File: config.mk
export PLATFORM = sky130hd
export DESIGN_NAME = spi_master_ctrl_flat
export DESIGN_NICKNAME = d
export VERILOG_FILES = /design/src/rtl/spi_pkg.sv /design/src/rtl/spi_master_ctrl_if.sv /design/src/rtl/spi_master_ctrl_baud.sv /design/src/rtl/spi_master_ctrl.sv /design/src/flat_wrapper.sv
export SDC_FILE = /design/constraint.sdc
export NUM_CORES = 1
export LEC_CHECK = 0
export ABC_AREA = 1
export CAP_MARGIN = 20
export CORE_ASPECT_RATIO = 1.2
export CORE_MARGIN = 3
export CORE_UTILIZATION = 53
export DETAILED_ROUTE_END_ITERATION = 8
export PLACE_DENSITY_LB_ADDON = 0.2
export SLEW_MARGIN = 20
export SYNTH_ARGS = -nofsm -noshare
export SYNTH_HDL_FRONTEND = slang
export SYNTH_SLANG_ARGS = --single-unit
File: constraint.sdc
create_clock -name SPI_MASTER_CLOCK_50 -period 2 [get_ports SPI_MASTER_CLOCK_50]
set_clock_uncertainty 0.15 [all_clocks]
set_input_delay 0.4 -clock SPI_MASTER_CLOCK_50 [delete_from_list [all_inputs] [get_ports SPI_MASTER_CLOCK_50]]
set_output_delay 0.4 -clock SPI_MASTER_CLOCK_50 [all_outputs]
set_load 0.02 [all_outputs]
File: src/rtl/spi_pkg.sv
// Shared definitions for the SPI master/slave pair: FSM state encodings
// and the SPI mode constants (mode 0: CPOL=0, CPHA=0).
package spi_pkg;

    localparam int SPI_STATE_W = 3;

    localparam logic [SPI_STATE_W-1:0] ST_IDLE  = 3'd0;
    localparam logic [SPI_STATE_W-1:0] ST_SETUP = 3'd1;
    localparam logic [SPI_STATE_W-1:0] ST_HIGH  = 3'd2;
    localparam logic [SPI_STATE_W-1:0] ST_LOW   = 3'd3;
    localparam logic [SPI_STATE_W-1:0] ST_DONE  = 3'd4;

    // SCK idle level and sampling phase shared with the slave side.
    localparam logic SPI_CPOL = 1'b0;
    localparam logic SPI_CPHA = 1'b0;

endpackage

File: src/rtl/spi_master_ctrl_if.sv
// Host and SPI-pin bundle of the SPI master. The master modport is the
// controller's view; the slave modport is the view of whatever drives it.
interface spi_master_ctrl_if #(
    parameter int DATAWIDTH_BUS = 8
);
    logic                     SPI_MASTER_start_In;
    logic [DATAWIDTH_BUS-1:0] SPI_MASTER_data_In;
    logic                     SPI_MASTER_MISO_In;
    logic                     SPI_MASTER_SCK_Out;
    logic                     SPI_MASTER_MOSI_Out;
    logic                     SPI_MASTER_SS_OutLow;
    logic                     SPI_MASTER_busy_Out;
    logic                     SPI_MASTER_newData_Out;
    logic [DATAWIDTH_BUS-1:0] SPI_MASTER_data_Out;

    modport master (
        input  SPI_MASTER_start_In,
        input  SPI_MASTER_data_In,
        input  SPI_MASTER_MISO_In,
        output SPI_MASTER_SCK_Out,
        output SPI_MASTER_MOSI_Out,
        output SPI_MASTER_SS_OutLow,
        output SPI_MASTER_busy_Out,
        output SPI_MASTER_newData_Out,
        output SPI_MASTER_data_Out
    );

    modport slave (
        output SPI_MASTER_start_In,
        output SPI_MASTER_data_In,
        output SPI_MASTER_MISO_In,
        input  SPI_MASTER_SCK_Out,
        input  SPI_MASTER_MOSI_Out,
        input  SPI_MASTER_SS_OutLow,
        input  SPI_MASTER_busy_Out,
        input  SPI_MASTER_newData_Out,
        input  SPI_MASTER_data_Out
    );
endinterface

File: src/rtl/spi_master_ctrl_baud.sv
// Phase timer for the SPI master. Counts system clocks within one SCK
// phase and flags the last cycle of the phase. The count restarts at every
// phase change and is held at zero while not running. With extend set the
// phase lasts one cycle longer (used for the closing hold phase), which is
// why the counter is one bit wider than CLK_DIV-1 strictly needs.
module spi_master_ctrl_baud #(
    parameter int CLK_DIV = 4
) (
    input  logic clk,
    input  logic rst_n,
    input  logic run,
    input  logic extend,
    output logic phase_end
);
    localparam int CNT_W = $clog2(CLK_DIV) + 1;

    logic [CNT_W-1:0] cnt_r;
    logic [CNT_W-1:0] limit_s;

    // Terminal count for the current phase and the end-of-phase flag.
    always_comb begin
        limit_s   = extend ? CNT_W'(CLK_DIV) : CNT_W'(CLK_DIV - 1);
        phase_end = run && (cnt_r == limit_s);
    end

    // Phase counter: wraps to zero at each phase change, idles at zero.
    always_ff @(posedge clk or negedge rst_n) begin
        if (!rst_n) begin
            cnt_r <= {CNT_W{1'b0}};
        end else if (!run || phase_end) begin
            cnt_r <= {CNT_W{1'b0}};
        end else begin
            cnt_r <= cnt_r + CNT_W'(1);
        end
    end
endmodule

File: src/rtl/spi_master_ctrl.sv
// SPI mode-0 master controller. A single-cycle start with a parallel word
// runs one full-duplex transfer; the received word is published on
// data_Out with a one-cycle newData pulse. All pins are registered.
// Build option: define SPI_MASTER_LSB_FIRST_EN to shift LSB first
// (default MSB first); timing is identical in both builds.
module spi_master_ctrl
    import spi_pkg::*;
#(
    parameter int DATAWIDTH_BUS = 8,
    parameter int STATE_SIZE    = 3,
    parameter int CLK_DIV       = 4
) (
    input  logic                SPI_MASTER_CLOCK_50,
    input  logic                SPI_MASTER_RESET_InLow,
    spi_master_ctrl_if.master   spi
);
    localparam int W     = DATAWIDTH_BUS;
    localparam int BIT_W = $clog2(W);

    logic [STATE_SIZE-1:0] state_r;
    logic [STATE_SIZE-1:0] state_next_s;

    logic [W-1:0]     tx_r;
    logic [W-1:0]     rx_r;
    logic [W-1:0]     data_out_r;
    logic [BIT_W-1:0] bit_cnt_r;
    logic             sck_r;
    logic             mosi_r;
    logic             ss_n_r;
    logic             busy_r;
    logic             new_data_r;

    logic             accept_s;
    logic             rise_s;
    logic             shift_s;
    logic             finish_s;
    logic             baud_run_s;
    logic             baud_extend_s;
    logic             phase_end_s;
    logic             last_bit_s;

    logic [W-1:0]     tx_shift_s;
    logic [W-1:0]     rx_shift_s;
    logic             mosi_first_s;
    logic             mosi_next_s;

    spi_master_ctrl_baud #(
        .CLK_DIV (CLK_DIV)
    ) u_baud (
        .clk       (SPI_MASTER_CLOCK_50),
        .rst_n     (SPI_MASTER_RESET_InLow),
        .run       (baud_run_s),
        .extend    (baud_extend_s),
        .phase_end (phase_end_s)
    );

    assign last_bit_s = (bit_cnt_r == BIT_W'(W - 1));

    // Bit-order dependent shift paths; data_Out keeps wire order either way.
    always_comb begin
`ifdef SPI_MASTER_LSB_FIRST_EN
        tx_shift_s   = {1'b0, tx_r[W-1:1]};
        rx_shift_s   = {spi.SPI_MASTER_MISO_In, rx_r[W-1:1]};
        mosi_first_s = spi.SPI_MASTER_data_In[0];
        mosi_next_s  = tx_r[1];
`else
        tx_shift_s   = {tx_r[W-2:0], 1'b0};
        rx_shift_s   = {rx_r[W-2:0], spi.SPI_MASTER_MISO_In};
        mosi_first_s = spi.SPI_MASTER_data_In[W-1];
        mosi_next_s  = tx_r[W-2];
`endif
    end

    // FSM state register.
    always_ff @(posedge SPI_MASTER_CLOCK_50 or negedge SPI_MASTER_RESET_InLow) begin
        if (!SPI_MASTER_RESET_InLow) begin
            state_r <= ST_IDLE;
        end else begin
            state_r <= state_next_s;
        end
    end

    // Next-state logic and one-cycle datapath strobes.
    always_comb begin
        state_next_s  = state_r;
        accept_s      = 1'b0;
        rise_s        = 1'b0;
        shift_s       = 1'b0;
        finish_s      = 1'b0;
        baud_run_s    = 1'b1;
        baud_extend_s = 1'b0;
        case (state_r)
            ST_IDLE: begin
                baud_run_s = 1'b0;
                if (spi.SPI_MASTER_start_In) begin
                    state_next_s = ST_SETUP;
                    accept_s     = 1'b1;
                end else begin
                    state_next_s = ST_IDLE;
                end
            end
            ST_SETUP, ST_LOW: begin
                if (phase_end_s) begin
                    state_next_s = ST_HIGH;
                    rise_s       = 1'b1;
                end else begin
                    state_next_s = state_r;
                end
            end
            ST_HIGH: begin
                if (phase_end_s) begin
                    if (last_bit_s) begin
                        state_next_s = ST_DONE;
                    end else begin
                        state_next_s = ST_LOW;
                        shift_s      = 1'b1;
                    end
                end else begin
                    state_next_s = ST_HIGH;
                end
            end
            ST_DONE: begin
                // One extra cycle here gives the (2W+1)*CLK_DIV+1 turnaround.
                baud_extend_s = 1'b1;
                if (phase_end_s) begin
                    state_next_s = ST_IDLE;
                    finish_s     = 1'b1;
                end else begin
                    state_next_s = ST_DONE;
                end
            end
            default: begin
                state_next_s = ST_IDLE;
                baud_run_s   = 1'b0;
            end
        endcase
    end

    // Pin and status registers, decoded from the state being entered.
    always_ff @(posedge SPI_MASTER_CLOCK_50 or negedge SPI_MASTER_RESET_InLow) begin
        if (!SPI_MASTER_RESET_InLow) begin
            sck_r      <= SPI_CPOL;
            ss_n_r     <= 1'b1;
            busy_r     <= 1'b0;
            new_data_r <= 1'b0;
        end else begin
            sck_r      <= (state_next_s == ST_HIGH) ? ~SPI_CPOL : SPI_CPOL;
            ss_n_r     <= (state_next_s == ST_IDLE);
            busy_r     <= (state_next_s != ST_IDLE);
            new_data_r <= finish_s;
        end
    end

    // TX shifter, MOSI and bit counter.
    always_ff @(posedge SPI_MASTER_CLOCK_50 or negedge SPI_MASTER_RESET_InLow) begin
        if (!SPI_MASTER_RESET_InLow) begin
            tx_r      <= {W{1'b0}};
            mosi_r    <= 1'b0;
            bit_cnt_r <= {BIT_W{1'b0}};
        end else if (accept_s) begin
            tx_r      <= spi.SPI_MASTER_data_In;
            mosi_r    <= mosi_first_s;
            bit_cnt_r <= {BIT_W{1'b0}};
        end else if (shift_s) begin
            tx_r      <= tx_shift_s;
            mosi_r    <= mosi_next_s;
            bit_cnt_r <= bit_cnt_r + BIT_W'(1);
        end else if (finish_s) begin
            mosi_r    <= 1'b0;
        end else begin
            tx_r      <= tx_r;
        end
    end

    // RX shifter and published word; only a completed word reaches data_Out.
    always_ff @(posedge SPI_MASTER_CLOCK_50 or negedge SPI_MASTER_RESET_InLow) begin
        if (!SPI_MASTER_RESET_InLow) begin
            rx_r       <= {W{1'b0}};
            data_out_r <= {W{1'b0}};
        end else if (accept_s) begin
            rx_r       <= {W{1'b0}};
        end else if (rise_s) begin
            rx_r       <= rx_shift_s;
        end else if (finish_s) begin
            data_out_r <= rx_r;
        end else begin
            rx_r       <= rx_r;
        end
    end

    assign spi.SPI_MASTER_SCK_Out     = sck_r;
    assign spi.SPI_MASTER_MOSI_Out    = mosi_r;
    assign spi.SPI_MASTER_SS_OutLow   = ss_n_r;
    assign spi.SPI_MASTER_busy_Out    = busy_r;
    assign spi.SPI_MASTER_newData_Out = new_data_r;
    assign spi.SPI_MASTER_data_Out    = data_out_r;
endmodule

File: src/flat_wrapper.sv
// flat-port wrapper written by rule: the top's interface ports become plain ports
module spi_master_ctrl_flat import spi_pkg::*;
#(
    parameter int DATAWIDTH_BUS = 8,
    parameter int STATE_SIZE    = 3,
    parameter int CLK_DIV       = 4
)
  (SPI_MASTER_CLOCK_50, SPI_MASTER_RESET_InLow, spi_SPI_MASTER_start_In, spi_SPI_MASTER_data_In, spi_SPI_MASTER_MISO_In, spi_SPI_MASTER_SCK_Out, spi_SPI_MASTER_MOSI_Out, spi_SPI_MASTER_SS_OutLow, spi_SPI_MASTER_busy_Out, spi_SPI_MASTER_newData_Out, spi_SPI_MASTER_data_Out);
  spi_master_ctrl_if #(.DATAWIDTH_BUS(DATAWIDTH_BUS)) spi_i ();
  input  logic SPI_MASTER_CLOCK_50;
  input  logic SPI_MASTER_RESET_InLow;
  input wire logic [$bits(spi_i.SPI_MASTER_start_In)-1:0] spi_SPI_MASTER_start_In;
  input wire logic [$bits(spi_i.SPI_MASTER_data_In)-1:0] spi_SPI_MASTER_data_In;
  input wire logic [$bits(spi_i.SPI_MASTER_MISO_In)-1:0] spi_SPI_MASTER_MISO_In;
  output wire logic [$bits(spi_i.SPI_MASTER_SCK_Out)-1:0] spi_SPI_MASTER_SCK_Out;
  output wire logic [$bits(spi_i.SPI_MASTER_MOSI_Out)-1:0] spi_SPI_MASTER_MOSI_Out;
  output wire logic [$bits(spi_i.SPI_MASTER_SS_OutLow)-1:0] spi_SPI_MASTER_SS_OutLow;
  output wire logic [$bits(spi_i.SPI_MASTER_busy_Out)-1:0] spi_SPI_MASTER_busy_Out;
  output wire logic [$bits(spi_i.SPI_MASTER_newData_Out)-1:0] spi_SPI_MASTER_newData_Out;
  output wire logic [$bits(spi_i.SPI_MASTER_data_Out)-1:0] spi_SPI_MASTER_data_Out;
  assign spi_i.SPI_MASTER_start_In = spi_SPI_MASTER_start_In;
  assign spi_i.SPI_MASTER_data_In = spi_SPI_MASTER_data_In;
  assign spi_i.SPI_MASTER_MISO_In = spi_SPI_MASTER_MISO_In;
  assign spi_SPI_MASTER_SCK_Out = spi_i.SPI_MASTER_SCK_Out;
  assign spi_SPI_MASTER_MOSI_Out = spi_i.SPI_MASTER_MOSI_Out;
  assign spi_SPI_MASTER_SS_OutLow = spi_i.SPI_MASTER_SS_OutLow;
  assign spi_SPI_MASTER_busy_Out = spi_i.SPI_MASTER_busy_Out;
  assign spi_SPI_MASTER_newData_Out = spi_i.SPI_MASTER_newData_Out;
  assign spi_SPI_MASTER_data_Out = spi_i.SPI_MASTER_data_Out;
  spi_master_ctrl #(.DATAWIDTH_BUS(DATAWIDTH_BUS), .STATE_SIZE(STATE_SIZE), .CLK_DIV(CLK_DIV)) u_core (.SPI_MASTER_CLOCK_50(SPI_MASTER_CLOCK_50), .SPI_MASTER_RESET_InLow(SPI_MASTER_RESET_InLow), .spi(spi_i));
endmodule
==> run metrics <==
Buffers on Ports 24; first-iteration detailed-routing DRC count 47; Tot GR Track Use 18.9%; Die Area 3830 um^2; Layout fillers 263; Post-synth EDFFs 0; grt ovf 0; top_reg_cell synth dfrtp_1; DR pass1 iterations 4; die height 67.2 um; WP buf/inv 1; area delta synth->final 20.7%; RSZ-0062 raised after global routing no; antenna-violating nets left 0; Synth top cells by count nand2_1, dfrtp_1, nand3_1; Mapped Area 1650 um^2; Critical Path End Type primary output; largest net degree at the start of global routing 38; WL final 3.00 mm; initial antenna violation count 0; fin util 69.0%; Fin Setup TNS 0 ns; Final Cycle Share 94.1%; reg2reg start u_core.bit_cnt_r[0]$_DFFE_PN0P_; Synth Register Bits 37; vias in the first global route 1244; Chip Width 57.0 um; Root Buffer clkbuf_4; Area contributors post-synth dfrtp_1, nand2_1, nand3_1, inv_1, o21ai_0; final worst slack 0.118 ns; Syn Area/Cell 8.79 um^2; Placed Area 1930 um^2; I/O pin total 25; Register Area 927 um^2; fmax 531 MHz; final number of hold-violating endpoints 0; wire length per cell 11.9 um; DP HPWL 2.17 mm; max cap viols 0; Core Rows 21; Critical Path Start Type flop; DR vias 1266; CP max stage delay 0.61 ns; Async SR Flop Fraction 100%; pre-CTS setup slack 0.152 ns; power per cell area 1190 nW/um^2; transition time at the pin with the least slew margin 0.348 ns; Syn Nets 203; core area 2890 um^2; multi-input combinational cell area 603 um^2; clk_lat worst skew 0.34 ns; design area 1990 um^2; post-synth cell types 21; ANT cells 0; Num CTS Buffers 5; Final min period 1.88 ns; cell count after synthesis 188; CTS H-tree lvls 2; Max-slew headroom 76.8%; Setup-failing EPs final 0; Final #Nets 232; Synth top area share 54.5%; Via density 5.02; global-route wire length before repair 5.51 mm; residual DRC count 0; worst-path cell chain clkdlybuf4s50_1; CP Data Arrival Time 1.33 ns; hold crit path type primary input to async pin; Max Slew Vio Count 0; Sink Count 37; CP max stage cell clkdlybuf4s50_1; Lkg Pwr 0.997 nW; CTS tree done; R2R Setup Slk 0.17 ns; Req. time, crit path 1.45 ns; critical path's top delay family buffers and inverters; initial core utilization 57.2%; clk slew on worst S/H paths 0.11 ns; crit path max fanout 2; worst reg2reg path endpoint u_core.tx_r[5]$_DFFE_PN0P_; Crit Path Category flop to primary output; post-synth top area cell dfrtp_1; YS warnings 0; cell count of the worst reg-to-reg path 8; outcome finished, final reports clean; sequential area share after synthesis 56.1%; most frequent cell after synthesis nand2_1; routability cong. 0.798; maximum clock path buffer count 2; CTS Hold Buffers Added 0; Peak VDD IR 651 uV; layout cells sized above 1 13.3%
-- placed cells by master, fill, tap and decap left out, drive strengths merged --
master and count:
inv 22, clkinv 2, ha 3, dfrtp 36, o21ai 16, dfstp 1, nand2 64, buf 3
clkdlybuf4s50 23, nand3 22, dlygate4sd2 1, clkbuf 6, nor3 1, a21oi 3, xnor2 1, nor2 14
-- how the worst max path moves through the flow --
| stage | startpoint | to | depth (start not counted) |
|---|---|---|---|
| global placement | spi_SPI_MASTER_start_In | u_core.tx_r[6]$_DFFE_PN0P_ | 6 |
| global route | u_core.bit_cnt_r[0]$_DFFE_PN0P_ | u_core.tx_r[5]$_DFFE_PN0P_ | 8 |
| floorplan | u_core.bit_cnt_r[0]$_DFFE_PN0P_ | u_core.spi.SPI_MASTER_MOSI_Out$_DFFE_PN0P_ | 10 |
| detailed placement | spi_SPI_MASTER_start_In | u_core.tx_r[5]$_DFFE_PN0P_ | 6 |
| finish | u_core.spi.SPI_MASTER_MOSI_Out$_DFFE_PN0P_ | spi_SPI_MASTER_MOSI_Out | 1 |
| CTS | u_core.spi.SPI_MASTER_data_Out[2]$_DFFE_PN0P_ | spi_SPI_MASTER_data_Out[2] | 1 |
-- flip-flops by register name (all words and copies together) (netlist names) --
name and cells:
u_core.spi.SPI_MASTER_SS_OutLow 1, u_core.spi.SPI_MASTER_SCK_Out 1, u_core.state_r 3, u_core.spi.SPI_MASTER_data_Out 8
u_core.bit_cnt_r 3, u_core.rx_r 8, u_core.u_baud.cnt_r 3, u_core.spi.SPI_MASTER_busy_Out 1
u_core.spi.SPI_MASTER_MOSI_Out 1, u_core.tx_r 7, u_core.spi.SPI_MASTER_newData_Out 1
-- worst register-to-register path, stage by stage, from the launching register on --
cell	delay (ns)
dfrtp_1	0.43
ha_1	0.21
ha_1	0.19
inv_1	0.06
nand2_2	0.06
nor2_4	0.32
nor2_4	0.12
nand2_1	0.09
nand3_1	0.07
-- cell type report --
class | instances | area share, %
clock inverters | 2 | 0.690
flip-flops and latches | 37 | 46.5
inverters | 22 | 4.14
clock buffers | 6 | 2.57
multi-input cells | 124 | 30.2
repair buffers | 27 | 13.7
well taps | 34 | 2.13
-- metrics by stage --
step	total power [mW]	hold slack, ns	instances
after floorplan	1.73	-0.0456	188
after global placement	1.92	0.304	244
after detailed placement	1.98	0.315	244
after CTS	2.40	0.256	252
after global routing	2.59	0.254	252
final	2.37	0.273	252
-- report_power, final --
| group | internal (mW) | switching, mW |
|---|---|---|
| sequential | 0.989 | 0.157 |
| clock | 0.171 | 0.241 |
| combinational | 0.312 | 0.500 |
-- kinds of logic (layout without fill, tap and decap cells) --
family	count (synthesis)	after routing	share of synthesized area, %
AND/OR/NAND/NOR	101	101	27.7
XOR/XNOR	1	1	0.530
buffers and inverters	27	57	7.42
flip-flops	37	37	56.1
adder cells (fa/ha/maj)	3	3	2.27
AO/OA/AOI/OAI	19	19	5.98
-- layer usage --
layer	vias to the layer above	share of wire [%]	global-route usage (%)
met1	590	43	23.3
met4	0	2.2	8.70
met5	-	0	0
li1	645	-	-
met2	25	50	30.6
met3	6	4.4	5.74
-- what timing repair did --
item,CTS,global route
setup endpoints to repair,1,0
resized for setup,1,0
endpoints found under the hold margin,0,0
setup buffers,0,0
No activity file was read; power rests on OpenSTA's default activity.
